==> src/rtl/uart_rx_pkg.sv <==
// Shared UART receive definitions: FSM state encoding and frame constants.
// The transmitter imports the same frame constants so both halves agree on the frame shape.
package uart_rx_pkg;

    typedef enum logic [2:0] {
        RX_BREAK = 3'd0,
        RX_IDLE  = 3'd1,
        RX_START = 3'd2,
        RX_DATA  = 3'd3,
        RX_STOP  = 3'd4
    } rx_state_t;

    localparam int UART_DATA_BITS = 8;
    localparam int UART_STOP_BITS = 1;

    function automatic logic rx_busy(input rx_state_t s);
        return (s == RX_START) || (s == RX_DATA) || (s == RX_STOP);
    endfunction

endpackage

==> src/rtl/uart_rx_sync_2ff.sv <==
// Two-flop synchronizer for a single asynchronous input pin.
// The reset value is a parameter so idle-high and idle-low pins can both use it.
module sync_2ff #(
    parameter logic INIT = 1'b1
) (
    input  logic clk,
    input  logic rst,
    input  logic i_d,
    output logic o_q
);

    logic r_meta;
    logic r_q;

    always_ff @(posedge clk) begin
        if (rst) begin
            r_meta <= INIT;
            r_q    <= INIT;
        end else begin
            r_meta <= i_d;
            r_q    <= r_meta;
        end
    end

    assign o_q = r_q;

endmodule

==> src/rtl/uart_rx.sv <==
// 8N1 LSB-first UART receiver: samples each bit once at mid-bit on the synchronized line
// and reports good bytes with NrD and bad stop bits with FrE.
module uart_rx
    import uart_rx_pkg::*;
#(
    parameter int BAUD_DIVIDER = 9
) (
    input  logic       clk,
    input  logic       rst,
    input  logic       Rx,
    output logic [7:0] O_DATA,
    output logic       NrD,
    output logic       FrE,
    output logic       RiP
);

    localparam int HALF = BAUD_DIVIDER >> 1;
    localparam int CW   = $clog2(BAUD_DIVIDER);

    localparam logic [CW-1:0] CNT_HALF = CW'(HALF - 1);
    localparam logic [CW-1:0] CNT_LAST = CW'(BAUD_DIVIDER - 1);
    localparam logic [2:0]    BIT_LAST = 3'(UART_DATA_BITS - 1);

    logic          w_rx_s;
    rx_state_t     r_state,   w_state_nxt;
    logic [CW-1:0] r_cnt,     w_cnt_nxt;
    logic [2:0]    r_bit_idx, w_bit_idx_nxt;
    logic [7:0]    r_shift,   w_shift_nxt;
    logic [7:0]    r_data,    w_data_nxt;
    logic          r_nrd,     w_nrd_nxt;
    logic          r_fre,     w_fre_nxt;
    logic          r_rip,     w_rip_nxt;
    logic [1:0]    r_sync_ok;

    sync_2ff #(.INIT(1'b1)) u_sync (
        .clk (clk),
        .rst (rst),
        .i_d (Rx),
        .o_q (w_rx_s)
    );

    // The synchronizer resets high, so rx_s is not trustworthy until both
    // flops have refilled from the pin; BREAK must not exit on that reset value.
    always_ff @(posedge clk) begin
        // NOTE: all sequential state uses non-blocking assignment so every flop
        // samples the values present before the edge, independent of statement order.
        if (rst) begin
            r_state   <= RX_BREAK;
            r_cnt     <= '0;
            r_bit_idx <= '0;
            r_shift   <= '0;
            r_data    <= '0;
            r_nrd     <= 1'b0;
            r_fre     <= 1'b0;
            r_rip     <= 1'b0;
            r_sync_ok <= '0;
        end else begin
            r_state   <= w_state_nxt;
            r_cnt     <= w_cnt_nxt;
            r_bit_idx <= w_bit_idx_nxt;
            r_shift   <= w_shift_nxt;
            r_data    <= w_data_nxt;
            r_nrd     <= w_nrd_nxt;
            r_fre     <= w_fre_nxt;
            r_rip     <= w_rip_nxt;
            r_sync_ok <= {r_sync_ok[0], 1'b1};
        end
    end

    always_comb begin
        // NOTE: every signal gets a default before the case so no path leaves it
        // unassigned, which would otherwise infer a latch.
        w_state_nxt   = r_state;
        w_cnt_nxt     = r_cnt;
        w_bit_idx_nxt = r_bit_idx;
        w_shift_nxt   = r_shift;
        unique case (r_state)
            RX_BREAK: begin
                if (w_rx_s && r_sync_ok[1]) w_state_nxt = RX_IDLE;
            end
            RX_IDLE: begin
                if (!w_rx_s) begin
                    w_state_nxt = RX_START;
                    w_cnt_nxt   = '0;
                end
            end
            RX_START: begin
                if (r_cnt == CNT_HALF) begin
                    if (!w_rx_s) begin
                        w_state_nxt   = RX_DATA;
                        w_cnt_nxt     = '0;
                        w_bit_idx_nxt = '0;
                    end else begin
                        w_state_nxt = RX_IDLE;
                    end
                end else begin
                    w_cnt_nxt = r_cnt + 1'b1;
                end
            end
            RX_DATA: begin
                if (r_cnt == CNT_LAST) begin
                    w_cnt_nxt     = '0;
                    w_shift_nxt   = {w_rx_s, r_shift[7:1]};
                    w_bit_idx_nxt = r_bit_idx + 1'b1;
                    if (r_bit_idx == BIT_LAST) w_state_nxt = RX_STOP;
                end else begin
                    w_cnt_nxt = r_cnt + 1'b1;
                end
            end
            RX_STOP: begin
                if (r_cnt == CNT_LAST) begin
                    w_state_nxt = w_rx_s ? RX_IDLE : RX_BREAK;
                end else begin
                    w_cnt_nxt = r_cnt + 1'b1;
                end
            end
            default: w_state_nxt = RX_BREAK;
        endcase
    end

    // Next values of the registered outputs, derived from the stop-bit sample.
    always_comb begin
        w_nrd_nxt  = (r_state == RX_STOP) && (r_cnt == CNT_LAST) && w_rx_s;
        w_fre_nxt  = (r_state == RX_STOP) && (r_cnt == CNT_LAST) && !w_rx_s;
        w_data_nxt = w_nrd_nxt ? r_shift : r_data;
        w_rip_nxt  = rx_busy(w_state_nxt);
    end

    assign O_DATA = r_data;
    assign NrD    = r_nrd;
    assign FrE    = r_fre;
    assign RiP    = r_rip;

endmodule

==> config.mk <==
export PLATFORM = sky130hd
export DESIGN_NAME = uart_rx
export DESIGN_NICKNAME = d
export VERILOG_FILES = /design/src/rtl/uart_rx_pkg.sv /design/src/rtl/uart_rx_sync_2ff.sv /design/src/rtl/uart_rx.sv
export SDC_FILE = /design/constraint.sdc
export NUM_CORES = 1
export LEC_CHECK = 0
export CAP_MARGIN = 15
export CORE_ASPECT_RATIO = 0.8
export CORE_MARGIN = 1.5
export CORE_UTILIZATION = 35
export CTS_BUF_LIST = sky130_fd_sc_hd__clkbuf_4 sky130_fd_sc_hd__clkbuf_8
export DETAILED_ROUTE_END_ITERATION = 10
export PLACE_DENSITY = 0.54
export SYNTH_ARGS = -nofsm -noshare
export SYNTH_HDL_FRONTEND = slang
export SYNTH_SLANG_ARGS = --single-unit
==> constraint.sdc <==
create_clock -name clk -period 2.3 [get_ports clk]
set_input_delay 0.345 -clock clk [delete_from_list [all_inputs] [get_ports clk]]
set_output_delay 0.345 -clock clk [all_outputs]
set_load 0.02 [all_outputs]
==> results of run 1 <==
routing by layer:
| layer | up-vias | share of wire | GRT usage |
|---|---|---|---|
| met5 | - | 0 | 0 |
| met4 | 0 | 0.022 | 0.08466 |
| met3 | 5 | 0.067 | 0.03741 |
| met2 | 36 | 0.47 | 0.2214 |
| met1 | 486 | 0.44 | 0.1668 |
| li1 | 525 | - | - |
critical path: cells and delay by family (launching register included):
| family | cells | cell delay, ns |
|---|---|---|
| flops | 1 | 0.33 |
| fa+ha+maj | 1 | 0.20 |
| compound gates | 1 | 0.12 |
| buf+inv | 2 | 0.46 |
| simple gates | 2 | 0.73 |
state kept, by name (all words and copies together), names as in the netlist, 2 cells and up:
name / count
O_DATA: 8
r_state: 3
r_sync_ok: 2
r_bit_idx: 3
r_cnt: 4
r_shift: 8
cell usage in the layout (no fill, tap or decap), drive strengths merged, types with 3 or more instances in the layout:
master and n:
a21oi 5, buf 3, clkbuf 6, clkdlybuf4s50 13, dfxtp 33, ha 4, inv 6, mux2i 16
nand3 4, nor2 24, o21ai 4, or2 3, or3b 3
how the worst max path moves through the flow:
| stage | startpoint | to | slack [ns] | cells after the start |
|---|---|---|---|---|
| global route | r_cnt[0] | r_state[0] | 0.23 | 6 |
| floorplan | r_cnt[0] | r_bit_idx[0] | 0.70 | 7 |
| CTS | r_cnt[0] | r_state[0] | 0.38 | 6 |
| finish | r_cnt[0] | r_state[0] | 0.40 | 6 |
| global placement | r_cnt[0] | r_state[0] | 0.47 | 6 |
| detailed placement | r_cnt[0] | r_state[0] | 0.40 | 6 |
report_power, final:
group           total, W  internal (W)  switching [W]
Combinational  0.0000560     0.0000240      0.0000320
Clock           0.000559      0.000352       0.000207
Sequential      0.000595      0.000584      0.0000115
per-stage QoR:
step                      hold WS [ns]  power (W)  utilization  instances  area [um^2]
after CTS                       0.4214   0.001231       0.4431        213         1685
after global placement          0.3989  0.0006616       0.4115        205         1565
after detailed placement        0.4045  0.0006627       0.4115        205         1565
after global routing            0.4456   0.001267       0.4431        213         1685
after floorplan                 0.3895  0.0006465            -        143         1394
final                           0.4156   0.001210       0.4431        213         1685
layout make-up:
cell class / count / area [um^2]
clock buffers: 6 / 82.58
well taps: 55 / 68.82
inverters: 6 / 22.52
fillers: 379 / 2118
repair buffers: 16 / 152.6
flip-flops and latches: 33 / 660.6
clock inverters: 2 / 37.54
multi-input cells: 95 / 660.6
cells by family (layout without fill, tap and decap cells):
logic type,Yosys count,after routing,synth area share
AOI/OAI and AO/OA,21,21,0.1095
DFF,33,33,0.4740
adders and majority gates,4,4,0.03591
and+or+nand+nor,53,53,0.2056
buffers and inverters,15,30,0.05206
muxes,17,17,0.1230
==> reports/metrics.cfg, run 1 <==
[setup_path]
reg2reg_to=r_state[0]
crit_arrival_ns=2.12
critPathMaxStageDelay_ns=0.53
cp-end-kind=flop
rrSetupSlack_ns=0.40
required_ns=2.52
reg2reg_depth=6
startpoint_type=flop
critPathMaxFanout=9
reg2reg_from=r_cnt[0]
critical_path_class=reg2reg
crit_path_cell_trace=inv_1, ha_1, and3b_1, nand4_1, buf_4, a21oi_1
worst_path_max_delay_cell=nand4_1

[global_routing]
grt_pass1_wl_um=4498
grt_usage=0.1387
grt_antenna_before_repair=0
grt_max_degree=14
grt_pass1_vias=1024
grt-ovfl-total=0

[timing]
finalCritPeriodShare=0.8272
fin_tns_setup_ns=0
fin_ws_ns=0.3974
rsz0062_at_grt=no
worst_pin_slew_ns=0.6392
relSlewSlack=0.5726
period_needed_ns=1.903
fmax_mhz=525.6
setup_violations=0
skew_ns=0.003815
final_hold_viol_count=0
drv_slew=0

[floorplanning]
die_area_mm2=0.004372
initial_core_util=0.3664
ioPinCount=14
row_count=20
die_h_um=59.45
die_width_um=73.56
core_mm2=0.003804

[synth]
synth_nets=150
synth_most_common_cell=dfxtp_1
ys_ff_latch=33
ys_types=42
yosysWarnings=0
synth_commonest_cells=dfxtp_1, nor2_1, mux2i_1
yosys_most_used_dff=dfxtp_1
netlist_area_mm2=0.001394
synth_edf_count=0
synthArstFlopShare=0
synth_top_area_frac=0.4740
synthCells=143
synth_area_leaders=dfxtp_1, mux2i_1, nor2_1, ha_1, a21oi_1
synth_area_leader_cell=dfxtp_1
avgSynthCellArea_um2=9.747
yosysSeqAreaShare=0.4740

[routing]
dr.pass1.iters=4
drc_errors=0
vias=1052
antenna_left=0
wl_per_cell_um=12.29
vias_per_cell=4.939
drt_wl_total_um=2618
drtIter0Drc=108

[power_and_ir_drop]
vdd_drop_max_mv=0.4454
power_density_mw_per_mm2=718.1
p_leak_nw=0.6760

[cts]
clock_sinks=33
worstSkewPairLatency_ns=0.28
cts-root-buf=clkbuf_8
cts_made_buffers=5
post_cts_buffers=0
postCtsHoldBufs=0
clock_path_buffers=2
cts_resized=0
cts_tree=built
path_clk_slew_ns=0.07
cts_max_level=2

[job]
max-cap-violations=0

[worst_hold_path]
min_path_type=reg2reg
holdPathEnd=u_sync.o_q
hold_start=u_sync.r_meta
hold_depth=1

[outcome]
status=finished, final reports clean

[layout]
drive_gt1_frac=0.1203
insertedDiodeCount=0
area_growth_pct=20.92
nets=164

[place]
gp_congestion=0.8934
dpl_worst_slack_ns=0.3965
dp_hpwl_um=1868
port_buffers=13

Note: power is estimated with default switching activity, not from simulation.
==> run 2: changes to the inputs <==
--- a/config.mk
+++ b/config.mk
@@ -11,7 +11,7 @@
 export CORE_UTILIZATION = 35
 export CTS_BUF_LIST = sky130_fd_sc_hd__clkbuf_4 sky130_fd_sc_hd__clkbuf_8
 export DETAILED_ROUTE_END_ITERATION = 10
-export PLACE_DENSITY = 0.54
+export PLACE_DENSITY = 0.56
 export SYNTH_ARGS = -nofsm -noshare
 export SYNTH_HDL_FRONTEND = slang
 export SYNTH_SLANG_ARGS = --single-unit
==> constraint.sdc (replaced) <==
create_clock -name clk -period 1.6 [get_ports clk]
set_input_delay 0.24 -clock clk [delete_from_list [all_inputs] [get_ports clk]]
set_output_delay 0.24 -clock clk [all_outputs]
set_load 0.02 [all_outputs]
==> run 2 against run 1 <==
Effect of this change: the flow now finishes with violations (negative setup slack); flip-flop and latch count unchanged; setup slack got worse by 0.40 ns; routed wire length up 15%; clock-buffer cell count is 1 lower; worst hold slack improved by 0.0045 ns; fmax grew 19%; critical path type unchanged; largest cell class is now multi-input gates.
==> reports/metrics.cfg, run 2 (same netlist as run 1, synthesis figures left out) <==
[timing]
period_needed_ns=1.603  ; -0.2998 ns
fmax_mhz=623.9  ; +19%
final_hold_viol_count=0  ; unchanged
worst_pin_slew_ns=0.3760  ; -0.2632 ns
rsz0062_at_grt=yes
drv_slew=0  ; unchanged
fin_tns_setup_ns=-0.003055  ; -0.003055 ns
fin_ws_ns=-0.002790  ; -0.4002 ns
relSlewSlack=0.7490  ; +0.1764
skew_ns=0.006042  ; +0.002227 ns
whs_ns=0.4201  ; +0.004477 ns
finalCritPeriodShare=1.002  ; +0.1745
setup_violations=2  ; +2

[outcome]
status=finished, violations left
violations=negative setup slack

[job]
max-cap-violations=0  ; unchanged

[setup_path]
worst_path_max_delay_cell=dfxtp_4
crit_arrival_ns=1.77  ; -0.35 ns
critPathLaunch=r_cnt[1]
startpoint_type=flop
required_ns=1.77  ; -0.75 ns
cp-end-kind=flop
critical_path_class=reg2reg
critPathMaxFanout=5  ; -4
crit_path_cell_trace=inv_1, ha_4, and3b_2, nand4_1, buf_6, buf_12, mux2i_1, nor2_1
reg2reg_from=r_cnt[1]
critPathMaxStageDelay_ns=0.36  ; -0.17 ns
rrSetupSlack_ns=-0.003  ; -0.40 ns

[layout]
multi_input_area_um2=715.7  ; +8.3%
final_cell_mix=dfxtp_1, nor2_1, mux2i_1
fin_cells=228  ; +7.0%
final_common_cell=dfxtp_1
area_growth_pct=36.27
nets=180  ; +9.8%
drive_gt1_frac=0.2601  ; +0.1399
nFillCells=357  ; -5.8%
ff_latch_area_um2=669.4  ; +1.3%
design_area_mm2=0.001899  ; +13%
insertedDiodeCount=0  ; unchanged

[global_routing]
grt_antenna_before_repair=0  ; unchanged
grt-ovfl-total=0  ; unchanged
grt_usage=0.1495  ; +0.01078
grt_max_degree=15  ; +1
grt_pass1_wl_um=4926  ; +9.5%
grt_pass1_vias=1069  ; +4.4%

[cts]
cts_max_level=2  ; unchanged
cts_tree=built
cts_made_buffers=5  ; unchanged
cts-root-buf=clkbuf_8
postCtsHoldBufs=0  ; unchanged
clock_sinks=33  ; unchanged
clock_path_buffers=2  ; unchanged
path_clk_slew_ns=0.07  ; about the same
worstSkewPairLatency_ns=0.28  ; about the same

[floorplanning]
core_mm2=0.003804  ; unchanged
row_count=20  ; unchanged
die_area_mm2=0.004372  ; unchanged
die_h_um=59.45  ; unchanged
die_width_um=73.56  ; unchanged
initial_core_util=0.3664  ; unchanged
ioPinCount=14  ; unchanged

[routing]
drtIter0Drc=50  ; -54%
drc_errors=0  ; unchanged
vias=1103  ; +4.8%
dr.pass1.iters=4  ; unchanged
vias_per_cell=4.838  ; -2.0%
drt_wl_total_um=3007  ; +15%
antenna_left=0  ; unchanged
wl_per_cell_um=13.19  ; +7.3%

[place]
dp_hpwl_um=2025  ; +8.4%
place_area_mm2=0.001665  ; +6.4%
gp_congestion=0.8955  ; +0.24%
dpl.cell_count=215  ; +4.9%
port_buffers=13  ; unchanged
dpl_worst_slack_ns=-0.05548  ; -0.4520 ns

[power_and_ir_drop]
vdd_drop_max_mv=0.5240  ; +18%
power_density_mw_per_mm2=908.4  ; +26%
p_leak_nw=0.7839  ; +16%

[worst_hold_path]
hold_start=u_sync.r_meta
min_path_type=reg2reg

==> run 2: cell types whose count changed in the layout (fill, tap and decap cells not counted), moves of 2 or more <==
cell,delta
ha_4,+2
dfxtp_1,-3
buf_4,+12
dfxtp_4,+2
ha_1,-2
buf_12,+2
==> run 2: path summary, 6_finish.rpt <==
path	depth (start not counted)	endpoint
setup / recovery	8	O_DATA[1]
hold reg to reg	1	u_sync.o_q
hold / removal	1	u_sync.o_q
setup reg to reg	8	O_DATA[1]
==> run 2: layer usage <==
layer,vias to the layer above,global-route usage,routed length [um]
li1,560,-,-
met1,529,0.1919,1399
met2,14,0.2471,1484
met3,0,0.04762,123
met4,0,0.03175,0
met5,-,0,0
==> run 2: layout make-up <==
cell class	instances	area share
clock buffer	5	0.03623
clock inverter	2	0.01845
inverter	6	0.01186
multi-input combinational	95	0.3768
sequential	33	0.3524
tap	55	0.03623
timing repair buffer	32	0.1680
==> run 2: what timing repair did <==
| item | in CTS | in global routing |
|---|---|---|
| pin swaps | 6 | 6 |
| gates resized for setup | 12 | 7 |
| cloned | 0 | 1 |
| buffers inserted | 2 | 3 |
| endpoints found under the setup margin | 14 | 23 |
==> run 2: metrics by stage <==
stage	power, W	utilization
2_1_floorplan	0.0009294	-
3_3_place_gp	0.0009548	0.4378
3_5_place_dp	0.0009611	0.4378
4_1_cts	0.001726	0.4803
5_1_grt	0.001811	0.4993
6_report	0.001725	0.4993
==> run 2: where the power goes <==
| part | internal, W | switching (W) | leakage (nW) |
|---|---|---|---|
| Sequential | 0.000843 | 0.0000208 | 0.269 |
| Combinational | 0.0000614 | 0.0000615 | 0.461 |
| Clock | 0.000452 | 0.000286 | 0.0540 |
| Total | 0.00136 | 0.000368 | 0.784 |
==> run 2: critical path, delay by kind of cell, from the launching register on <==
family,cells,cell delay [ns]
buffers and inverters,3,0.42
and+or+nand+nor,3,0.42
muxes,1,0.15
adders and majority gates,1,0.15
DFF,1,0.36
==> run 3: changes to the inputs <==
--- a/config.mk
+++ b/config.mk
@@ -6,7 +6,7 @@
 export NUM_CORES = 1
 export LEC_CHECK = 0
 export CAP_MARGIN = 15
-export CORE_ASPECT_RATIO = 0.8
+export CORE_ASPECT_RATIO = 2
 export CORE_MARGIN = 1.5
 export CORE_UTILIZATION = 35
 export CTS_BUF_LIST = sky130_fd_sc_hd__clkbuf_4 sky130_fd_sc_hd__clkbuf_8
==> run 3 against run 2 <==
Effect of this change: the flow still finishes with violations (negative setup slack); clock power is 19% lower; clock-buffer cell count stayed put; worst hold slack worse by 0.00052 ns; total power is 9.1% lower; non-clock buffer count is 6 lower; global-route usage is 2.1 points higher; setup slack worse by 0.0014 ns; cell count is 3.9% lower; critical path type unchanged; critical endpoint is now r_bit_idx[0]; largest cell class unchanged; largest power group unchanged; highest routed layer is now met4.
==> reports/metrics.cfg, run 3 (same netlist as run 1, synthesis figures left out) <==
[routing]
wl_per_cell_um=14.25  ; +8.1%
drc_errors=0  ; unchanged
antenna_left=0  ; unchanged
vias=1116  ; +1.2%
vias_per_cell=5.096  ; +5.3%
drt_wl_total_um=3121  ; +3.8%
dr.pass1.iters=4  ; unchanged
drtIter0Drc=23  ; -54%

[place]
dp_hpwl_um=2356  ; +16%
dpl.cell_count=210  ; -2.3%
port_buffers=13  ; unchanged
gp_congestion=0.8712  ; -2.7%

[setup_path]
crit_arrival_ns=1.78  ; about the same
critPathMaxStageDelay_ns=0.40  ; +0.04 ns
crit_path_cell_trace=ha_4, or3b_4, o31ai_4, a21oi_2, mux2_4
required_ns=1.77  ; about the same
cp-end-kind=flop
critical_path_class=reg2reg
critPathMaxFanout=3  ; -2
startpoint_type=flop
worst_path_max_delay_cell=or3b_4

[timing]
fin_ws_ns=-0.004200  ; -0.001410 ns
finalCritPeriodShare=1.003  ; about the same
setup_violations=1  ; -1
drv_slew=0  ; unchanged
period_needed_ns=1.604  ; +0.001410 ns
rsz0062_at_grt=yes
worst_pin_slew_ns=0.3771  ; +0.001110 ns
fmax_mhz=623.4  ; about the same
relSlewSlack=0.7482  ; about the same
skew_ns=0.003353  ; -0.002688 ns
final_hold_viol_count=0  ; unchanged

[global_routing]
grt_usage=0.1708  ; +0.02130
grt-ovfl-total=0  ; unchanged
grt_antenna_before_repair=0  ; unchanged
grt_pass1_vias=1172  ; +9.6%
grt_max_degree=15  ; unchanged
grt_pass1_wl_um=5347  ; +8.5%

[floorplanning]
die_h_um=92.25  ; +55%
core_mm2=0.003844  ; +1.1%
die_width_um=47.62  ; -35%
die_area_mm2=0.004393  ; +0.46%
ioPinCount=14  ; unchanged
row_count=32  ; +60%
initial_core_util=0.3626  ; -0.003817

[layout]
area_growth_pct=31.33
drive_gt1_frac=0.2560  ; -0.004163
insertedDiodeCount=0  ; unchanged
nFillCells=384  ; +7.6%
final_common_cell=dfxtp_1
final_cell_mix=dfxtp_1, nor2_1, mux2i_1
fin_cells=219  ; -3.9%
nets=174  ; -3.3%

[power_and_ir_drop]
p_leak_nw=0.7453  ; -4.9%
power_density_mw_per_mm2=856.7  ; -5.7%
report.power.total_w=0.001568  ; -9.1%
vdd_drop_max_mv=0.9480  ; +81%

[cts]
postCtsHoldBufs=0  ; unchanged
worstSkewPairLatency_ns=0.28  ; about the same
path_clk_slew_ns=0.07  ; about the same
clock_sinks=33  ; unchanged
cts_made_buffers=5  ; unchanged
cts-root-buf=clkbuf_8
cts_max_level=2  ; unchanged
cts_tree=built
clock_path_buffers=2  ; unchanged

[outcome]
status=finished, violations left
violations=negative setup slack

[worst_hold_path]
min_path_type=reg2reg

[job]
max-cap-violations=0  ; unchanged

[run 3: cell types whose count changed in the layout (fill, tap and decap cells not counted), sizes merged]
cell / before / now
buf: 18 / 13
bufinv: 1 / 0
clkbuf: 6 / 5
clkinv: 1 / 2
clkinvlp: 0 / 1
[run 3: layout make-up]
class | instances | area, um^2 | share of cell area
clock buffers | 5 | 68.82 | 0.03759
clock inverters | 3 | 17.52 | 0.009569
inverters | 6 | 25.02 | 0.01367
multi-input cells | 95 | 730.7 | 0.3992
flip-flops and latches | 33 | 668.1 | 0.3650
well taps | 51 | 63.81 | 0.03486
repair buffers | 26 | 256.5 | 0.1401
[run 3: what timing repair did]
action                                  in CTS  in global routing
endpoints found under the setup margin      23                 21
setup buffers                                1                  0
cloned                                       0                  0
gates resized for setup                     20                  3
pin swaps                                    8                  1
[run 3: worst paths after layout]
| path | start | end | slack [ns] | cells past startpoint |
|---|---|---|---|---|
| setup / recovery | r_cnt[0] | r_bit_idx[0] | -0.004 | 5 |
| hold / removal | u_sync.r_meta | u_sync.o_q | 0.42 | 1 |
| setup reg to reg | r_cnt[0] | r_bit_idx[0] | -0.004 | 5 |
| hold reg to reg | u_sync.r_meta | u_sync.o_q | 0.42 | 1 |
[run 3: worst max-delay path: cells and delay by family, from the launching register on]
kind,cells,cell delay (ns)
AOI/OAI and AO/OA,2,0.32
adders and majority gates,1,0.14
DFF,1,0.37
muxes,1,0.26
and+or+nand+nor,1,0.40
[run 3: power breakdown]
group          total, W  internal, W  switching, W
combinational  0.000106    0.0000475     0.0000587
clock          0.000600     0.000300      0.000300
sequential     0.000862     0.000843     0.0000189
[run 3: through the flow]
stage | hold slack [ns] | util | area (um^2) | setup slack, ns | TNS (ns)
CTS | 0.4271 | 0.4749 | 1826 | -0.03502 | -0.04563
finish | 0.4196 | 0.4762 | 1831 | -0.004200 | -0.004200
detailed placement | 0.4023 | 0.4300 | 1653 | -0.1230 | -0.7628
global placement | 0.4018 | 0.4300 | 1653 | -0.06224 | -0.1558
floorplan | 0.3438 | - | 1394 | 0.004296 | 0
global route | 0.4577 | 0.4762 | 1831 | -0.07032 | -0.8472
[run 3: layer usage]
metal | track usage | vias up | part of all wire | wire length [um]
li1 | - | 543 | - | -
met1 | 0.1700 | 530 | 0.35 | 1094
met2 | 0.2860 | 27 | 0.56 | 1742
met3 | 0.03150 | 16 | 0.028 | 88
met4 | 0.1261 | 0 | 0.063 | 196
met5 | 0 | - | 0 | 0
